--- config.mk ---
export PLATFORM = sky130hd
export DESIGN_NAME = regfile_wb_arbiter
export DESIGN_NICKNAME = d
export VERILOG_FILES = /design/src/rtl/regfile_wb_arbiter.sv
export SDC_FILE = /design/constraint.sdc
export NUM_CORES = 1
export LEC_CHECK = 0
export ABC_AREA = 1
export CAP_MARGIN = 25
export CORE_ASPECT_RATIO = 1.1
export CORE_MARGIN = 4
export CORE_UTILIZATION = 40
export CTS_BUF_LIST = sky130_fd_sc_hd__clkbuf_2 sky130_fd_sc_hd__clkbuf_4 sky130_fd_sc_hd__clkbuf_8
export DETAILED_ROUTE_END_ITERATION = 8
export DONT_BUFFER_PORTS = 1
export GPL_ROUTABILITY_DRIVEN = 0
export PLACE_DENSITY = 0.5
export SYNTH_ARGS = -nofsm -noshare
export SYNTH_HDL_FRONTEND = slang
export SYNTH_SLANG_ARGS = --single-unit
--- constraint.sdc ---
create_clock -name clk -period 2.2 [get_ports clk]
set_clock_uncertainty 0.15 [all_clocks]
set_input_delay 0.11 -clock clk [delete_from_list [all_inputs] [get_ports clk]]
set_output_delay 0.11 -clock clk [all_outputs]
set_load 0.01 [all_outputs]
--- src/rtl/regfile_wb_arbiter.sv ---
// -----------------------------------------------------------------------------
// regfile_wb_arbiter
//
// Purpose:
//   Merges two writeback sources onto the single register-file write port.
//   ALU results arrive with a valid/ready handshake. Load results arrive from
//   the memory stage without per-beat back-pressure, so they are buffered in
//   a 2-entry FIFO. mem_stall tells the producer to hold while that FIFO is
//   full. One grant is issued per cycle, and the winner is written through a
//   registered write port one cycle later. Decode can query whether a write
//   to a source register is still in flight (chk_hit1/chk_hit2).
//
// Configuration:
//   WB_ARB_ROUND_ROBIN_EN - when defined, a contention cycle is won by the
//   requester that did not win the previous grant. A last_grant register
//   tracks this and starts at ALU, so MEM wins the first contention after
//   reset. When undefined, MEM always beats ALU and last_grant is absent.
//
// Ports:
//   clk        in   1  rising-edge clock
//   rst_n      in   1  synchronous active-low reset
//   alu_valid  in   1  ALU writeback request
//   alu_ready  out  1  ALU request accepted this cycle (combinational)
//   alu_addr   in   5  ALU destination register
//   alu_data   in  32  ALU result
//   mem_valid  in   1  load writeback beat (never back-pressured)
//   mem_addr   in   5  load destination register
//   mem_data   in  32  load value
//   mem_stall  out  1  MEM FIFO full, producer must hold (combinational)
//   rf_we      out  1  register-file write enable (registered)
//   rf_waddr   out  5  register-file write address (registered)
//   rf_wdata   out 32  register-file write data (registered)
//   chk_addr1  in   5  decode source address 1
//   chk_addr2  in   5  decode source address 2
//   chk_hit1   out  1  write to chk_addr1 pending (combinational)
//   chk_hit2   out  1  write to chk_addr2 pending (combinational)
//   ovf_err    out  1  sticky: MEM beat arrived while FIFO was full
// -----------------------------------------------------------------------------
module regfile_wb_arbiter (
    input  logic        clk,
    input  logic        rst_n,
    input  logic        alu_valid,
    output logic        alu_ready,
    input  logic [4:0]  alu_addr,
    input  logic [31:0] alu_data,
    input  logic        mem_valid,
    input  logic [4:0]  mem_addr,
    input  logic [31:0] mem_data,
    output logic        mem_stall,
    output logic        rf_we,
    output logic [4:0]  rf_waddr,
    output logic [31:0] rf_wdata,
    input  logic [4:0]  chk_addr1,
    input  logic [4:0]  chk_addr2,
    output logic        chk_hit1,
    output logic        chk_hit2,
    output logic        ovf_err
);

    // FIFO entry layout: {addr[4:0], data[31:0]}
    localparam int ENTRY_W = 37;

`ifdef WB_ARB_ROUND_ROBIN_EN
    typedef enum logic {
        GNT_ALU = 1'b0,
        GNT_MEM = 1'b1
    } grant_e;
`endif

    // Pending-write lookup: a non-zero address hits any valid FIFO entry or
    // the write currently being presented on the output port.
    function automatic logic addr_pending(
        input logic [4:0] addr,
        input logic       v0,
        input logic [4:0] a0,
        input logic       v1,
        input logic [4:0] a1,
        input logic       we,
        input logic [4:0] wa
    );
        logic hit;
        hit = 1'b0;
        if (addr != 5'd0) begin
            hit = (v0 && (a0 == addr)) || (v1 && (a1 == addr)) || (we && (wa == addr));
        end else begin
            hit = 1'b0;
        end
        return hit;
    endfunction

    // -------------------------------------------------------------------------
    // State
    // -------------------------------------------------------------------------
    logic [ENTRY_W-1:0] fifo_q [2];
    logic [ENTRY_W-1:0] fifo_d [2];
    logic               wr_ptr_q, wr_ptr_d;
    logic               rd_ptr_q, rd_ptr_d;
    logic [1:0]         count_q, count_d;
    logic               rf_we_q, rf_we_d;
    logic [4:0]         rf_waddr_q, rf_waddr_d;
    logic [31:0]        rf_wdata_q, rf_wdata_d;
    logic               ovf_err_q, ovf_err_d;
`ifdef WB_ARB_ROUND_ROBIN_EN
    grant_e             last_grant_q, last_grant_d;
`endif

    // -------------------------------------------------------------------------
    // Combinational decode
    // -------------------------------------------------------------------------
    logic               push_req_s;
    logic               full_s;
    logic               push_s;
    logic               mem_cand_s;
    logic               alu_cand_s;
    logic               mem_grant_s;
    logic               alu_grant_s;
    logic [ENTRY_W-1:0] head_s;
    logic               ent0_valid_s;
    logic               ent1_valid_s;

    // Request qualification and FIFO status
    always_comb begin
        push_req_s = mem_valid && (mem_addr != 5'd0);
        full_s     = (count_q == 2'd2);
        // A beat that finds the FIFO full is dropped even if a pop happens
        // in the same cycle; the producer was already told to stall.
        push_s     = push_req_s && !full_s;
        mem_cand_s = (count_q != 2'd0);
        alu_cand_s = alu_valid && (alu_addr != 5'd0);
        head_s     = fifo_q[rd_ptr_q];
    end

    // Which physical slots hold live entries, derived from count and rd_ptr
    always_comb begin
        ent0_valid_s = 1'b0;
        ent1_valid_s = 1'b0;
        case (count_q)
            2'd2: begin
                ent0_valid_s = 1'b1;
                ent1_valid_s = 1'b1;
            end
            2'd1: begin
                ent0_valid_s = (rd_ptr_q == 1'b0);
                ent1_valid_s = (rd_ptr_q == 1'b1);
            end
            default: begin
                ent0_valid_s = 1'b0;
                ent1_valid_s = 1'b0;
            end
        endcase
    end

    // Single-winner arbitration between FIFO head and ALU
    always_comb begin
        mem_grant_s = 1'b0;
        alu_grant_s = 1'b0;
`ifdef WB_ARB_ROUND_ROBIN_EN
        if (mem_cand_s && alu_cand_s) begin
            // Contention: the requester that did not win last time goes now
            mem_grant_s = (last_grant_q == GNT_ALU);
            alu_grant_s = (last_grant_q == GNT_MEM);
        end else begin
            mem_grant_s = mem_cand_s;
            alu_grant_s = alu_cand_s;
        end
`else
        if (mem_cand_s) begin
            mem_grant_s = 1'b1;
            alu_grant_s = 1'b0;
        end else begin
            mem_grant_s = 1'b0;
            alu_grant_s = alu_cand_s;
        end
`endif
    end

    // Next-state: FIFO storage, pointers and occupancy
    always_comb begin
        fifo_d[0] = fifo_q[0];
        fifo_d[1] = fifo_q[1];
        wr_ptr_d  = wr_ptr_q;
        rd_ptr_d  = rd_ptr_q;
        count_d   = count_q;
        if (push_s) begin
            fifo_d[wr_ptr_q] = {mem_addr, mem_data};
            wr_ptr_d         = ~wr_ptr_q;
        end else begin
            wr_ptr_d = wr_ptr_q;
        end
        if (mem_grant_s) begin
            rd_ptr_d = ~rd_ptr_q;
        end else begin
            rd_ptr_d = rd_ptr_q;
        end
        case ({push_s, mem_grant_s})
            2'b10:   count_d = count_q + 2'd1;
            2'b01:   count_d = count_q - 2'd1;
            default: count_d = count_q;
        endcase
    end

    // Next-state: write port register, overflow flag, grant history
    always_comb begin
        rf_we_d    = 1'b0;
        rf_waddr_d = rf_waddr_q;
        rf_wdata_d = rf_wdata_q;
        if (mem_grant_s) begin
            rf_we_d    = 1'b1;
            rf_waddr_d = head_s[36:32];
            rf_wdata_d = head_s[31:0];
        end else if (alu_grant_s) begin
            rf_we_d    = 1'b1;
            rf_waddr_d = alu_addr;
            rf_wdata_d = alu_data;
        end else begin
            // No grant: address/data hold so the port is quiet
            rf_we_d = 1'b0;
        end
        if (push_req_s && full_s) begin
            ovf_err_d = 1'b1;
        end else begin
            ovf_err_d = ovf_err_q;
        end
`ifdef WB_ARB_ROUND_ROBIN_EN
        if (mem_grant_s) begin
            last_grant_d = GNT_MEM;
        end else if (alu_grant_s) begin
            last_grant_d = GNT_ALU;
        end else begin
            last_grant_d = last_grant_q;
        end
`endif
    end

    // State registers with synchronous active-low reset
    always_ff @(posedge clk) begin
        if (!rst_n) begin
            fifo_q[0]    <= {ENTRY_W{1'b0}};
            fifo_q[1]    <= {ENTRY_W{1'b0}};
            wr_ptr_q     <= 1'b0;
            rd_ptr_q     <= 1'b0;
            count_q      <= 2'd0;
            rf_we_q      <= 1'b0;
            rf_waddr_q   <= 5'd0;
            rf_wdata_q   <= 32'd0;
            ovf_err_q    <= 1'b0;
`ifdef WB_ARB_ROUND_ROBIN_EN
            last_grant_q <= GNT_ALU;
`endif
        end else begin
            fifo_q[0]    <= fifo_d[0];
            fifo_q[1]    <= fifo_d[1];
            wr_ptr_q     <= wr_ptr_d;
            rd_ptr_q     <= rd_ptr_d;
            count_q      <= count_d;
            rf_we_q      <= rf_we_d;
            rf_waddr_q   <= rf_waddr_d;
            rf_wdata_q   <= rf_wdata_d;
            ovf_err_q    <= ovf_err_d;
`ifdef WB_ARB_ROUND_ROBIN_EN
            last_grant_q <= last_grant_d;
`endif
        end
    end

    // Combinational outputs; all forced low while reset is asserted because
    // the synchronous reset has not yet cleared the state they depend on.
    always_comb begin
        if (rst_n) begin
            // A zero-address ALU request is accepted and dropped immediately
            alu_ready = alu_grant_s || (alu_valid && (alu_addr == 5'd0));
            mem_stall = full_s;
            chk_hit1  = addr_pending(chk_addr1, ent0_valid_s, fifo_q[0][36:32],
                                     ent1_valid_s, fifo_q[1][36:32], rf_we_q, rf_waddr_q);
            chk_hit2  = addr_pending(chk_addr2, ent0_valid_s, fifo_q[0][36:32],
                                     ent1_valid_s, fifo_q[1][36:32], rf_we_q, rf_waddr_q);
        end else begin
            alu_ready = 1'b0;
            mem_stall = 1'b0;
            chk_hit1  = 1'b0;
            chk_hit2  = 1'b0;
        end
    end

    assign rf_we    = rf_we_q;
    assign rf_waddr = rf_waddr_q;
    assign rf_wdata = rf_wdata_q;
    assign ovf_err  = ovf_err_q;

endmodule
==> run metrics <==
static power due to leakage=3.48 nW; setup slack, reg-to-reg=roughly 0.13 ns; vias in the first global route=roughly 5300; power density over cell area=1130 mW/mm2; wirelength, routed=15.8 mm; main area contributors after synthesis=sky130_fd_sc_hd__dfxtp_1 (40%), sky130_fd_sc_hd__nand2_1 (17%), sky130_fd_sc_hd__nor2_1 (15%), sky130_fd_sc_hd__o21ai_0 (9.5%), sky130_fd_sc_hd__inv_1 (6.3%); worst min path class=primary input to flip-flop; Clk pin slew, worst setup/hold paths=approximately 0.07 ns; number of DRC violations after detailed routing=0; number of search-and-repair iterations in the first detailed-routing pass=6; share of the core filled with cells=50.3%; required time of the critical path=2.35 ns; Boundary Pins=131; time the worst path needs with I/O delays and setup=2.07 ns; origin of the critical flop-to-flop path=count_q[1]; First DRT Iteration DRCs=288; number of setup violations in the final report=0; total of max-cap violations=0; Placed Instance Area=~0.0060 mm2; Critical Path Source Type=flip-flop; capture instance of the worst register-to-register path=rf_waddr[2]; overflow left after global routing=0; first-pass GRT wire length=25.5 mm; WL per Instance=13.1 um; type of the worst setup path=flip-flop to flip-flop; number of storage elements in the synthesis netlist=118; cell type with the largest total area after synthesis=sky130_fd_sc_hd__dfxtp_1; status=finished, final reports clean; highest clock frequency the design can meet=482 MHz; layout net count=~1100; Fill cells=1496; maximum buffer depth of the clock tree=2; Antenna Diode Count=0; crit path DAT=2.22 ns; final slew viol count=0; total vias in the final route=5699; largest net degree at the start of global routing=between 100 and 150; setup repair after global routing missed its margin=no; cell chosen for the clock root=sky130_fd_sc_hd__clkbuf_8; Hold Path Cell Cnt=5; total global routing track utilization=19.2%; Synthesis Warnings=0; number of nets with antenna violations after detailed routing=0; initial cell density of the core=40.8%; post-synthesis cell type count=24; number of instances in the synthesized netlist=~940; area added between synthesis and finish=23.5%; kind of end point of the critical path=flip-flop; fraction of final layout cells with drive strength greater than 1=approximately 5.2%; Slew headroom=69.3%; Post-Syn Area per Cell=6.23 um2; Worst Tran Pin Value=0.460 ns; count of port buffers added during placement=0; Post-DP HPWL=10.4 mm; sequential share of the synthesized area=40.3%; Synthesized Nets=1034; depth of the worst register-to-register path=7; Chip Height=135 um; total chip power=8.17 mW; cts bufs inserted=17; final design area excluding fillers=a little over 0.007 mm2; crit share post-route=94.3%; number of core rows=46; # H-tree levels=4; largest vdd supply drop=between 0.4 and 0.5 mV; per-cell via count in the routed design=4.73; terminating pin of the worst hold path=rf_wdata[3]; share of the synthesized area in the top cell type=40.3%; total negative slack=0 ns; Core Box Area=0.0144 mm2; die outline width=roughly 120 um; number of antenna violations at the first check in global routing=0; TritonCTS clock tree=built; cell area after technology mapping=0.00587 mm2; number of clock sinks=118; area of the die=between 0.015 and 0.02 mm2; number of failing hold endpoints at the final stage=0; hold path startpoint=alu_valid; Post-CTS Setup Inserts=0; clk_lat worst skew=0.42 ns; largest fanout on the critical path=29
## what timing repair did
item,in CTS,in global routing
hold buffers,80,0
endpoints found under the hold margin,118,0
endpoints found under the setup margin,0,4
gates resized for setup,0,3
## how the worst max path moves through the flow
stage	from	endpoint	slack, ns	cells after the start
2_1_floorplan	count_q[0]	count_q[0]	0.54	7
6_report	count_q[1]	rf_waddr[2]	0.13	7
4_1_cts	count_q[0]	rf_waddr[0]	0.08	7
3_5_place_dp	count_q[0]	count_q[1]	0.43	8
5_1_grt	count_q[1]	rf_waddr[2]	0.004	7
3_3_place_gp	count_q[0]	count_q[1]	0.48	7
## area by class of cell
class	count	area [um2]	share of cell area (%)
multi-input combinational	672	2870	39.6
sequential	118	2360	32.6
timing repair buffer	92	962	13.3
inverter	101	379	5.23
clock buffer	23	310	4.28
tap	192	240	3.32
clock inverter	8	120	1.66
## critical path, stage by stage, from the launching register on
cell	delay [ns]
sky130_fd_sc_hd__dfxtp_1	0.32
sky130_fd_sc_hd__inv_1	0.10
sky130_fd_sc_hd__ha_2	0.25
sky130_fd_sc_hd__buf_6	0.24
sky130_fd_sc_hd__a21oi_1	0.11
sky130_fd_sc_hd__a31oi_1	0.15
sky130_fd_sc_hd__dlygate4sd3_1	0.57
sky130_fd_sc_hd__a21oi_1	0.06
## state kept, by name, summed over array words and instances, names as in the netlist, named ones only
register	cells
count_q	2
fifo_q	74
ovf_err	1
rd_ptr_q	1
rf_waddr	5
rf_wdata	32
rf_we	1
wr_ptr_q	1
## cell usage in the layout (no fill, tap or decap), drive strengths merged
| cell type | count |
|---|---|
| dfxtp | 118 |
| clkinv | 4 |
| buf | 13 |
| clkinvlp | 2 |
| nand2 | 273 |
| nor3 | 1 |
| a31oi | 3 |
| nand4 | 3 |
| dlygate4sd3 | 79 |
| o21a | 1 |
| xnor2 | 11 |
| o21ai | 111 |
| ha | 4 |
| xor2 | 7 |
| nor2 | 233 |
| bufinv | 3 |
| a21oi | 15 |
| inv | 100 |
| clkbuf | 23 |
| nand3 | 9 |
| nor4 | 1 |
## metal layers
metal  GRT usage, %  share of wire, %  up-vias
met5              0                 0        -
met4           6.65               1.9        0
met3           5.11               5.3       24
met2           31.8                48      144
met1           24.0                44     2566
li1               -                 -     2965
## cells in the mapped netlist (all sizes together)
cell and instances:
nand2 273, nor2 233, dfxtp 118, o21ai 111, inv 100, buf 34
clkbuf 17, a21oi 15, xnor2 11, nand3 9, xor2 7, ha 4
a31oi 3, nand4 3, clkinv 1, nor3 1, nor4 1, o21a 1
## power by group
group	internal [mW]	leakage (nW)	switching, mW	total [mW]
Clock	1.27	0.217	0.850	2.12
Sequential	2.65	0.974	0.449	3.10
Combinational	1.09	2.29	1.85	2.94
## through the flow
stage               instances  hold WS (ns)  setup slack [ns]
floorplan                 942        0.0913             0.542
global placement         1095        0.0911             0.484
detailed placement       1095        0.0938             0.427
CTS                      1206        0.0146            0.0760
global route             1206        0.0390           0.00390
finish                   1206        0.0321             0.125
## cells by family after synthesis
kind of cell / synth area share [%]
DFF: 40.3
AOI/OAI and AO/OA: 11.2
xor gates and xnor gates: 2.69
adders and majority gates: 0.853
and+or+nand+nor: 33.9
buffers and inverters: 11.0
Note: power is estimated with default switching activity, not from simulation.
